===== src/rtl/mac_dot_collector.sv =====
// Dot-product collector behind an accumulating MAC: counts applied terms, captures each
// finished sum into a small result FIFO, pulses the MAC clear and back-pressures the source.
module mac_dot_collector #(
    parameter int N          = 16,
    parameter int VEC_LEN    = 8,
    parameter int FIFO_DEPTH = 4
) (
    input  logic                       clk,
    input  logic                       rst,
    input  logic [N-1:0]               mac_o,
    input  logic                       mac_vld,
    output logic                       acc_clr,
    output logic                       stall,
    output logic [N-1:0]               res_data,
    output logic                       res_valid,
    input  logic                       res_ready,
    output logic [$clog2(VEC_LEN)-1:0] term_cnt,
    output logic                       err
);
    localparam int CW = $clog2(VEC_LEN);
    localparam int PW = $clog2(FIFO_DEPTH);
    localparam logic [CW-1:0] LAST_TERM = CW'(VEC_LEN - 1);
    localparam logic [PW:0]   FULL_CNT  = (PW + 1)'(FIFO_DEPTH);
    localparam logic [PW:0]   ONE_CNT   = (PW + 1)'(1);

    typedef enum logic {CLEAR, ACCUM} state_t;

    state_t        state;
    state_t        state_next;
    logic          acc_clr_next;

    logic [N-1:0]  mem [FIFO_DEPTH];
    logic [PW-1:0] wr_ptr;
    logic [PW-1:0] rd_ptr;
    logic [PW-1:0] rd_ptr_inc;
    logic [PW:0]   count;

    logic          fifo_full;
    logic          accept;
    logic          push;
    logic          pop;

    assign fifo_full  = (count == FULL_CNT);
    assign res_valid  = (count != '0);
    assign rd_ptr_inc = rd_ptr + PW'(1);

    // A term counts only when the source obeyed stall; the last term closes the vector.
    assign accept = (state == ACCUM) && mac_vld && !fifo_full;
    assign push   = accept && (term_cnt == LAST_TERM);
    assign pop    = res_valid && res_ready;

    // NOTE: sequential state uses non-blocking (<=) so every register samples pre-edge values.
    always_ff @(posedge clk or posedge rst) begin
        if (rst) begin
            state <= CLEAR;
        end else begin
            state <= state_next;
        end
    end

    // NOTE: every combinational output gets a default first so no latch is inferred.
    always_comb begin
        state_next = state;
        case (state)
            CLEAR:   state_next = ACCUM;
            ACCUM:   if (push) state_next = CLEAR;
            default: state_next = CLEAR;
        endcase
    end

    always_comb begin
        stall        = (state == CLEAR) || fifo_full;
        acc_clr_next = (state_next == CLEAR);
    end

    always_ff @(posedge clk or posedge rst) begin
        if (rst) begin
            acc_clr <= 1'b1;
        end else begin
            acc_clr <= acc_clr_next;
        end
    end

    always_ff @(posedge clk or posedge rst) begin
        if (rst) begin
            term_cnt <= '0;
        end else if (push) begin
            term_cnt <= '0;
        end else if (accept) begin
            term_cnt <= term_cnt + CW'(1);
        end
    end

    always_ff @(posedge clk or posedge rst) begin
        if (rst) begin
            err <= 1'b0;
        end else if (mac_vld && stall) begin
            err <= 1'b1;
        end
    end

    always_ff @(posedge clk or posedge rst) begin
        if (rst) begin
            wr_ptr <= '0;
            rd_ptr <= '0;
            count  <= '0;
        end else begin
            if (push) wr_ptr <= wr_ptr + PW'(1);
            if (pop)  rd_ptr <= rd_ptr_inc;
            case ({push, pop})
                2'b10:   count <= count + ONE_CNT;
                2'b01:   count <= count - ONE_CNT;
                default: count <= count;
            endcase
        end
    end

    // NOTE: storage is not reset; occupancy alone decides which entries are meaningful.
    always_ff @(posedge clk) begin
        if (push) begin
            mem[wr_ptr] <= mac_o;
        end
    end

    // Head register: a push lands here directly when it becomes the only entry.
    always_ff @(posedge clk or posedge rst) begin
        if (rst) begin
            res_data <= '0;
        end else if (push && ((count == '0) || (count == ONE_CNT && pop))) begin
            res_data <= mac_o;
        end else if (pop && (count > ONE_CNT)) begin
            res_data <= mem[rd_ptr_inc];
        end
    end

endmodule


===== config.mk =====
export PLATFORM = sky130hd
export DESIGN_NAME = mac_dot_collector
export DESIGN_NICKNAME = d
export VERILOG_FILES = /design/src/rtl/mac_dot_collector.sv
export SDC_FILE = /design/constraint.sdc
export NUM_CORES = 1
export LEC_CHECK = 0
export CAP_MARGIN = 20
export CORE_MARGIN = 2
export CORE_UTILIZATION = 29
export DETAILED_ROUTE_END_ITERATION = 16
export GPL_ROUTABILITY_DRIVEN = 0
export SYNTH_ARGS = -nofsm -noshare
export SYNTH_HDL_FRONTEND = slang
export SYNTH_SLANG_ARGS = --single-unit

===== constraint.sdc =====
create_clock -name clk -period 2.3 [get_ports clk]
set_input_delay 0.345 -clock clk [delete_from_list [all_inputs] [get_ports clk]]
set_output_delay 0.345 -clock clk [all_outputs]
set_load 0.005 [all_outputs]

* Word-level counts from Yosys, hierarchy flattened
Memories as Yosys holds them, arrays and structs flattened.
Index checks and enable logic that the tools add are counted.
** Word-level totals
- Output and inout bits :: 23
- Memory bits (writable) :: 64
- Register bits :: 29
- Bits of input ports :: 20
- Memories :: 1
** Memory list
- mem :: words 4, width 16, read ports 1, clocked after memory_dff 0, write ports 1, line 32 : logic [N-1:0] mem [FIFO_DEPTH];
** Cells by class
- Reduce and logical (&&, ||, !) cells :: 16
- Mux-type cells :: 9
- Add/sub/neg operators :: 5
- Bitwise gates (word level) :: 2
- $lt $le $gt $ge :: 1
- Eq/ne operators :: 5
** Operators by type and width (count)
- 16-bit 2-to-1 mux :: 2
- 1-bit logical AND :: 8
- 3-bit by 1-bit adder with 3-bit output, second input constant :: 2
- 3-bit equality test, second input constant :: 2
- 3-bit 2-to-1 mux :: 2
- 3-bit case mux with 2 select lines :: 1
- 2-bit nonzero test :: 3
- 2-bit by 1-bit adder with 2-bit output, second input constant :: 2
- 3-bit by 1-bit equality test with 1-bit output, second input constant :: 1
- 3-bit by 1-bit > comparator with 1-bit output, second input constant :: 1
- 3-bit logical NOT :: 1
- 1-bit 2-to-1 mux :: 3
- 3-bit nonzero test :: 1
- 3-bit by 1-bit subtractor with 3-bit output, second input constant :: 1
- 2-bit by 1-bit equality test with 1-bit output, second input constant :: 1
- 2-bit equality test, second input constant :: 1
- 1-bit logical OR :: 2
- 1-bit inverter :: 2
- 1-bit case mux with 2 select lines :: 1
- 1-bit logical NOT :: 1

* Depth between registers and ports, before layout
Gate-level depths: netlist of run 1.
- Depth after elaboration :: 7
- Gate-level depth with buffers :: 10
- Gate-level depth less buffers :: 10

* Least setup slack after synthesis of run 1
OpenSTA, ideal clock, no wires.
- Path type :: reg-to-reg
- From :: register count[0]
- To :: register res_data[0]
- Data arrival time :: 1900 ps
- Setup slack :: 275 ps
- Cell stages (with the launch flop) :: 11
- Data required time :: 2175 ps
- Period minus slack after synthesis :: 2025 ps
- Cell sequence :: dfrtp_1 -> inv_1 -> ha_1 -> a21boi_2 -> nand2_2 -> nor2_8 -> inv_2 -> or3_1 -> buf_2 -> buf_6 -> a2bb2oi_1
** Between the ends
- Word-level cells in the longest chain between the ends :: 6
- Elaborated cells between the ends (all ways) :: 15
- Those cells by class :: order compare: 1; eq/ne: 2; mux: 1; reduce/logical: 11
** RTL lines
- start, declared :: line 36 : logic [PW:0] count;
- start signal, assigned :: line 111 : 2'b10: count <= count + ONE_CNT;
- start signal, assigned :: line 112 : 2'b01: count <= count - ONE_CNT;
- start signal, assigned :: line 113 : default: count <= count;
- 3-bit equality test or 3-bit nonzero test (tied branches) :: line 43, 44
- 1-bit logical NOT or 1-bit logical AND (tied branches) :: line 48, 50
- 1-bit logical AND (on tied branches) :: line 48, 129
- 1-bit logical AND or 1-bit logical OR (tied branches) :: line 49, 129
- 1-bit logical AND :: line 129 : end else if (push && ((count == '0) || (count == ONE_CNT && pop))) begin
- 16-bit 2-to-1 mux or 2-bit nonzero test (tied branches)
- end signal, assigned :: line 130 : res_data <= mac_o;
- end signal, assigned :: line 132 : res_data <= mem[rd_ptr_inc];
- end, declared :: line 14 : output logic [N-1:0] res_data,
Parallel ways exist; a longest one is shown, timed or not.
A chain may end at the register's enable or synchronous reset.

* Worst setup path in the final report of run 1
- From :: register count[1]
- To :: register res_data[6]
The elaborated chain is that of the path after synthesis.

==> results.toml, run 1 <==
[status]
status = "complete, no violations"

[worst_setup_path]
worstPathMaxFanout = 10
regToRegSetupSlack_ns = 0.17
r2r_cells = 9
path_class = "register to register"
crit_family = "simple AND/OR/NAND/NOR gates"
path_buf_inv = 3
max_stage_delay_ns = 0.41
reg2reg_from = "count[1]"
worstPathRequired_ns = 2.52
critical_path_arrival_ns = 2.35
start_kind = "register"
path_cells = "inv_1 -> ha_1 -> a21boi_2 -> nand2_2 -> nor2_8 -> inv_2 -> or3_4 -> buf_4 -> a2bb2oi_1"
rr_endpoint = "res_data[6]"
end_kind = "register"
cp_slowest_cell = "or3_4"

[run]
maxCapViolCount = 0

[cells_and_area]
layout.cells.non_filler = 460
fin_nets = 310
stdcell_area_um2 = 4870
fin_util_pct = 37.2
antennaDiodeCount = 0
drive_gt1_share_pct = 19.7
final_cell_mix = "64 x edfxtp_1, 42 x clkdlybuf4s50_1, 28 x dfrtp_1"
mostFrequentLayoutCell = "edfxtp_1"
syn_to_final_growth_pct = 26.9

[clock_network]
worstSkewPairLatency_ns = 0.34
cts_tree = "done"
hold_buffers = 0
cts-root-buf = "clkbuf_16"
cts_made_buffers = 9
clockBufferDepth = 2
cts_max_level = 3
cts_setup_buffers = 0
clock_sinks = 93
clk_pin_slew_worst_paths_ns = 0.06

[power]
power_leakage_nw = 1.75
total_power_mw = 5.64
power.density_nw_per_um2 = 1160
vdd_drop_max_v = 0.000367

[timing]
hold_violations = 0
fmax_mhz = 470
worst_slew_pin_slew_ns = 0.670
drv_slew = 0
period_minus_slack_ns = 2.13
rsz0062_at_grt = "false"
skew_ns = 0.00689
finalSetupViolCount = 0
finalSetupTns_ns = 0
whs_ns = 0.385
worst_slack_ns = 0.172
finalCritPeriodShare_pct = 92.5
slew_headroom_pct = 55.3

[detailed_routing]
drc_errors = 0
drt_pass1_iterations = 6
ant_nets = 0
via_count = 2184
avgViaCountPerCell = 4.75
routed_wirelength_mm = 7.90
drtIter0Drc = 128
wl_per_cell_um = 17.2

[floorplanning]
die_area_um2 = 14200
fp.dieH_um = 119
rows = 42
start_util_pct = 29.3
die_w_um = 119
core_area_um2 = 13100
pin_count = 43

[yosys]
synth.top_cell.area_share_pct = 50.1
synth.avg_cell_area_um2 = 17.0
synth_cells = 226
synth_cell_types = 34
yosysWarnings = 0
synth_nets = 257
synth_area_um2 = 3830
ys_ff_latch = 93
seq_area_frac_synth_pct = 69.1
yosysTopAreaCell = "edfxtp_1"
synth_area_leaders = "edfxtp_1 50%, dfrtp_1 18%, mux4_2 9.4%, ha_1 3.6%, a2bb2oi_1 3.2%"

[placed_design]
place_inst = 444
place_area_um2 = 4560
pre_cts_ws_ns = 0.0745
portBuffers = 42
dp.final_hpwl_mm = 5.19

[hold_path]
hp-class = "primary input to asynchronous set/reset pin"

[global_route]
antenna_found_initial = 0
overflow = 0
first_global_vias = 2231
grt_usage_pct = 12.2
grt_max_degree = 30
grt_pass1_wl_mm = 12.8
-- Yosys cell counts --
cell type / number
edfxtp_1: 64
dfrtp_1: 28
mux4_2: 16
a2bb2oi_1: 14
a31oi_1: 14
nand3_1: 14
ha_1: 11
clkbuf_1: 9
inv_1: 8
nand2_1: 7
and2_1: 5
xnor2_1: 4
a21o_1: 3
buf_2: 3
a31o_2: 2
a32o_1: 2
mux2_2: 2
nor2_1: 2
o21ai_0: 2
xor2_1: 2
a21boi_2: 1
a21oi_1: 1
buf_6: 1
dfstp_2: 1
inv_2: 1
mux2i_1: 1
nand2_2: 1
nand2b_1: 1
nand4bb_1: 1
nor2_8: 1
nor3_1: 1
nor4b_2: 1
or2_2: 1
or3_1: 1
-- how the worst max path moves through the flow --
| stage | startpoint | end | slack, ns | cells past startpoint |
|---|---|---|---|---|
| 2_1_floorplan | count[0] | res_data[0] | 0.27 | 10 |
| 3_3_place_gp | mac_vld | res_data[9] | 0.14 | 7 |
| 6_report | count[1] | res_data[6] | 0.17 | 9 |
| 3_5_place_dp | count[1] | res_data[8] | 0.07 | 9 |
| 5_1_grt | count[1] | res_data[10] | 0.02 | 9 |
| 4_1_cts | count[1] | res_data[6] | 0.07 | 9 |
-- where the power goes --
| part | total, mW | internal (mW) | leakage, nW | switching, mW |
|---|---|---|---|---|
| logic | 1.85 | 1.02 | 0.686 | 0.831 |
| clock network | 1.48 | 0.850 | 0.136 | 0.631 |
| registers | 2.30 | 2.07 | 0.923 | 0.230 |
-- state kept, by name, indices dropped and copies added, names as in the netlist --
name,flops
state,1
rd_ptr,2
err,1
mem,64
term_cnt,3
res_data,16
acc_clr,1
count,3
wr_ptr,2
-- repair_timing --
item                                    in CTS  in global routing
resized for setup                            0                  1
endpoints found under the hold margin        0                  0
endpoints found under the setup margin       0                 10
-- worst reg2reg max path: stages, from the launching register on --
cell	delay (ns)
dfrtp_1	0.38
inv_1	0.09
ha_1	0.24
a21boi_2	0.18
nand2_2	0.15
nor2_8	0.14
inv_2	0.08
or3_4	0.42
buf_4	0.20
a2bb2oi_1	0.14
-- per-layer routing --
metal / track usage, % / part of all wire, % / up-vias
li1: - / - / 990
met1: 15.9 / 45 / 1136
met2: 19.5 / 49 / 46
met3: 2.78 / 4.0 / 12
met4: 5.13 / 1.7 / 0
met5: 0 / 0 / -
-- layout make-up --
type	count	area [um2]
clock buffers	10	229
clock inverters	6	70.1
fillers	1208	8220
inverters	9	33.8
multi-input cells	111	1100
flip-flops and latches	93	2650
well taps	176	220
repair buffers	55	568
-- logic make-up after synthesis --
kind of cell | share of synthesized area (%)
DFF | 69.1
xor gates and xnor gates | 1.37
buffers and inverters | 2.45
adders and majority gates | 3.59
and+or+nand+nor | 5.52
AOI/OAI and AO/OA | 7.73
muxes | 10.2
Note: power is estimated with default switching activity, not from simulation.
==> run 2, diff against run 1 <==
clock period = 2 ns   (was 2.3 ns; I/O delays follow)
==> run 2 against run 1 <==
Against the previous run:
- clock power is 22% higher
- via count is essentially flat
- clock skew rose by 0.0020 ns
- sequential share of layout area decreased by 1.1 points
- critical path depth decreased by 4
- first-iteration DRC count shrank 32%
- routed wire length shrank 3.6%
- hold slack worse by 0.038 ns
- cell area is 2.1% higher
- die area stayed put
- setup slack worse by 0.085 ns
- flip-flop and latch count unchanged
- critical path type is now register to primary output
==> results.toml, run 2 (synthesis gave the netlist of run 1 again) <==
[placed_design]
dp.final_hpwl_mm = 5.21
pre_cts_ws_ns = 0.0257
portBuffers = 42

[worst_setup_path]
crit_family = "buffers and inverters"
worstPathMaxFanout = 5
critical_path_arrival_ns = 1.61
worstPathRequired_ns = 1.70
path_cells = "inv_2 -> ha_4 -> a21boi_2 -> inv_1 -> clkdlybuf4s50_1"
end_kind = "primary output"
path_class = "register to primary output"
max_stage_delay_ns = 0.49
start_kind = "register"
cp.depth = 5
cp_slowest_cell = "clkdlybuf4s50_1"
path_buf_inv = 3
r2r_cells = 9

[power]
p_sw_share_pct = 28.9
p_clk_share_pct = 27.0
vdd_drop_max_v = 0.000457
p_comb_share_pct = 34.0
power_leakage_nw = 1.80
power_switching_mw = 1.94
cellInternalPower_mw = 4.78
power.density_nw_per_um2 = 1350
power_frac_seq_pct = 39.0

[global_route]
grt_usage_pct = 11.3
grt_max_degree = 30
antenna_found_initial = 0
first_global_vias = 2300
grt_pass1_wl_mm = 12.2
overflow = 0

[clock_network]
cts_max_level = 3
clk_pin_slew_worst_paths_ns = 0.06
cts_made_buffers = 9
cts-root-buf = "clkbuf_16"
clockBufferDepth = 2
cts_tree = "done"
clock_sinks = 93
worstSkewPairLatency_ns = 0.34
hold_buffers = 0

[floorplanning]
fp.dieH_um = 119
core_area_um2 = 13100
die_w_um = 119
pin_count = 43
start_util_pct = 29.3
rows = 42
die_area_um2 = 14200

[cells_and_area]
largest_reg_flops = 64
fin_nets = 319
antennaDiodeCount = 0
final_cell_mix = "64 x edfxtp_1, 42 x clkdlybuf4s50_1, 28 x dfrtp_1"
top_register = "mem"
top_regs = "mem: 64 flops, res_data: 16 flops"
fillCellCount = 1204
syn_to_final_growth_pct = 29.6
drive_gt1_share_pct = 22.9
mostFrequentLayoutCell = "edfxtp_1"

[timing]
worst_slack_ns = 0.0870
slew_headroom_pct = 68.8
skew_ns = 0.00886
hold_violations = 0
fmax_mhz = 523
finalCritPeriodShare_pct = 95.7
period_minus_slack_ns = 1.91
drv_slew = 0
whs_ns = 0.347
finalSetupTns_ns = 0
worst_slew_pin_slew_ns = 0.467
finalSetupViolCount = 0
rsz0062_at_grt = "false"

[detailed_routing]
wl_per_cell_um = 16.2
drt_pass1_iterations = 4
routed_wirelength_mm = 7.62
drtIter0Drc = 87
via_count = 2185
avgViaCountPerCell = 4.66
ant_nets = 0
drc_errors = 0

[hold_path]
hp-class = "primary input to asynchronous set/reset pin"

[status]
status = "complete, no violations"

[run]
maxCapViolCount = 0
## run 2: cell type report
class	instances	area [um2]	share of cell area (%)
clock buffers	10	229	4.61
clock inverters	6	93.8	1.89
inverters	9	33.8	0.680
multi-input cells	111	1100	22.2
flip-flops and latches	93	2650	53.3
well taps	176	220	4.43
repair buffers	64	639	12.9
## run 2: worst register-to-register path: cells and delay by family (launching register included)
| kind | cells | cell delay (ns) |
|---|---|---|
| buffers and inverters | 2 | 0.24 |
| xor gates and xnor gates | 1 | 0.14 |
| muxes | 1 | 0.23 |
| and+or+nand+nor | 2 | 0.13 |
| adders and majority gates | 3 | 0.64 |
| DFF | 1 | 0.40 |
## run 2: repair_timing
action | CTS | global route
buffers inserted | 0 | 1
pin swaps | 0 | 0
endpoints found under the setup margin | 1 | 16
resized for setup | 1 | 3
## run 2: path summary, 6_finish.rpt
path / startpoint / to / slack [ns]
worst max-delay path: count[0] / stall / 0.09
worst min-delay path: rst / count[2] / 0.35
worst max register to register: term_cnt[0] / count[2] / 0.10
worst min register to register: err / err / 0.46
max in group asynchronous: rst / acc_clr / 1.34
min in group clk: err / err / 0.46
## run 2: power by group through the flow
stage,registers [mW],logic [mW],clock network [mW]
after floorplan,2.60,1.33,0
after global placement,2.66,2.23,0
after detailed placement,2.66,2.28,0
after CTS,2.62,2.31,1.84
after global routing,2.66,2.51,1.91
final,2.62,2.29,1.81
## run 2: stage by stage
stage,cell area [um2],utilization [%],std cells,power (mW)
after CTS,4960,37.9,468,6.78
after floorplan,3840,-,226,3.93
after detailed placement,4620,35.3,452,4.94
after global routing,4970,38.0,469,7.08
after global placement,4620,35.3,452,4.89
final,4970,38.0,469,6.72
## run 2: per-layer routing
| metal | track usage [%] | vias up | wire length [um] |
|---|---|---|---|
| li1 | - | 1015 | - |
| met1 | 15.4 | 1114 | 3560 |
| met2 | 17.3 | 46 | 3640 |
| met3 | 2.49 | 10 | 306 |
| met4 | 5.06 | 0 | 117 |
| met5 | 0 | - | 0 |
==> run 3, diff against run 2 <==
CAP_MARGIN = 0   (was 20)
CORE_UTILIZATION = 45   (was 29)
HOLD_SLACK_MARGIN = 0.08   (was unset)
PLACE_DENSITY = 0.66   (was unset)
==> run 3 against run 2 <==
Against the previous run:
- core utilization grew 20 points
- non-clock buffer count fell by 2
- combinational power is essentially flat
- hold slack got worse by 0.024 ns
- sequential share of layout area is 2.0 points higher
- cell area down 3.7%
- final cell count decreased by 16%
- clock skew increased by 0.00055 ns
- setup slack got worse by 0.043 ns
- critical path depth unchanged
==> results.toml, run 3 (synthesis gave the netlist of run 1 again) <==
[detailed_routing]
via_count = 2204
avgViaCountPerCell = 5.57
ant_nets = 0
drtIter0Drc = 135
drc_errors = 0
routed_wirelength_mm = 7.59
drt_pass1_iterations = 4
wl_per_cell_um = 19.2

[cells_and_area]
layout.cells.non_filler = 396
final_cell_mix = "64 x edfxtp_1, 42 x clkdlybuf4s50_1, 28 x dfrtp_1"
stdcell_area_um2 = 4790
antennaDiodeCount = 0
drive_gt1_share_pct = 23.0
largest_reg_flops = 64
syn_to_final_growth_pct = 24.8
mostFrequentLayoutCell = "edfxtp_1"
fin_nets = 317
fillCellCount = 660
top_regs = "mem: 64 flops, res_data: 16 flops"
top_register = "mem"
fin_util_pct = 58.0

[timing]
hold_violations = 0
skew_ns = 0.00941
finalCritPeriodShare_pct = 97.8
fmax_mhz = 511
worst_slew_pin_slew_ns = 0.505
worst_slack_ns = 0.0443
finalSetupViolCount = 0
rsz0062_at_grt = "true"
slew_headroom_pct = 66.2
drv_slew = 0
finalSetupTns_ns = 0
whs_ns = 0.322
period_minus_slack_ns = 1.96

[worst_setup_path]
r2r_cells = 9
crit_family = "buffers and inverters"
worstPathRequired_ns = 1.70
critical_path_arrival_ns = 1.66
worstPathMaxFanout = 5
regToRegSetupSlack_ns = 0.12
path_class = "register to primary output"
end_kind = "primary output"
cp_slowest_cell = "clkdlybuf4s50_1"
max_stage_delay_ns = 0.50
path_cells = "inv_2 -> ha_4 -> a21boi_4 -> inv_1 -> clkdlybuf4s50_1"
reg2reg_from = "term_cnt[0]"
path_buf_inv = 3
rr_endpoint = "count[2]"
start_kind = "register"

[clock_network]
cts_made_buffers = 9
cts_max_level = 3
cts-root-buf = "clkbuf_8"
cts_tree = "done"
hold_buffers = 0
cts_setup_buffers = 0
worstSkewPairLatency_ns = 0.36
clock_sinks = 93
clockBufferDepth = 2
clk_pin_slew_worst_paths_ns = 0.09

[global_route]
grt_usage_pct = 17.9
first_global_vias = 2208
antenna_found_initial = 0
overflow = 0
grt_pass1_wl_mm = 11.9
grt_max_degree = 30

[placed_design]
portBuffers = 42
dp.final_hpwl_mm = 5.00
place_inst = 380
pre_cts_ws_ns = 0.0349
place_area_um2 = 4540

[floorplanning]
start_util_pct = 46.4
fp.dieH_um = 96.3
die_w_um = 96.3
pin_count = 43
rows = 33
core_area_um2 = 8260
die_area_um2 = 9270

[run]
maxCapViolCount = 0

[status]
status = "complete, no violations"

[hold_path]
hp-class = "primary input to asynchronous set/reset pin"

[power]
total_power_mw = 6.30
power.density_nw_per_um2 = 1320
power_leakage_nw = 1.77
vdd_drop_max_v = 0.000560
## run 3: worst min-delay path: stages
cell,delay (ns)
clkdlybuf4s50_1,0.40
inv_1,0.05
buf_4,0.34
## run 3: worst max-delay path by stage
| stage | startpoint | to | slack [ns] | cells past startpoint |
|---|---|---|---|---|
| finish | count[1] | stall | 0.04 | 5 |
| global route | count[1] | stall | -0.02 | 5 |
| CTS | count[0] | stall | 0.006 | 5 |
| detailed placement | mac_vld | res_data[10] | 0.03 | 7 |
| global placement | term_cnt[0] | count[2] | 0.06 | 9 |
| floorplan | count[0] | res_data[0] | 0.02 | 10 |
## run 3: area by class of cell
type	count	area [um2]	share of cell area, %
well taps	105	131	2.75
clock inverters	6	95.1	1.99
flip-flops and latches	93	2650	55.3
clock buffers	10	128	2.67
multi-input cells	111	1120	23.3
inverters	9	33.8	0.706
repair buffers	62	633	13.2
## run 3: routing by layer
layer | global-route usage [%] | vias up | part of all wire, %
li1 | - | 1004 | -
met1 | 24.6 | 1135 | 44
met2 | 28.0 | 48 | 50
met3 | 3.05 | 17 | 3.4
met4 | 8.69 | 0 | 2.5
met5 | 0 | - | 0
## run 3: repair_timing
item,4_1_cts,5_1_grt
endpoints found under the setup margin,1,16
gates resized for setup,2,4
hold endpoints to repair,0,0
## run 3: power by group
part           switching [mW]  internal (mW)
sequential              0.246           2.38
combinational           0.994           1.29
clock                   0.674          0.718
total                    1.91           4.38
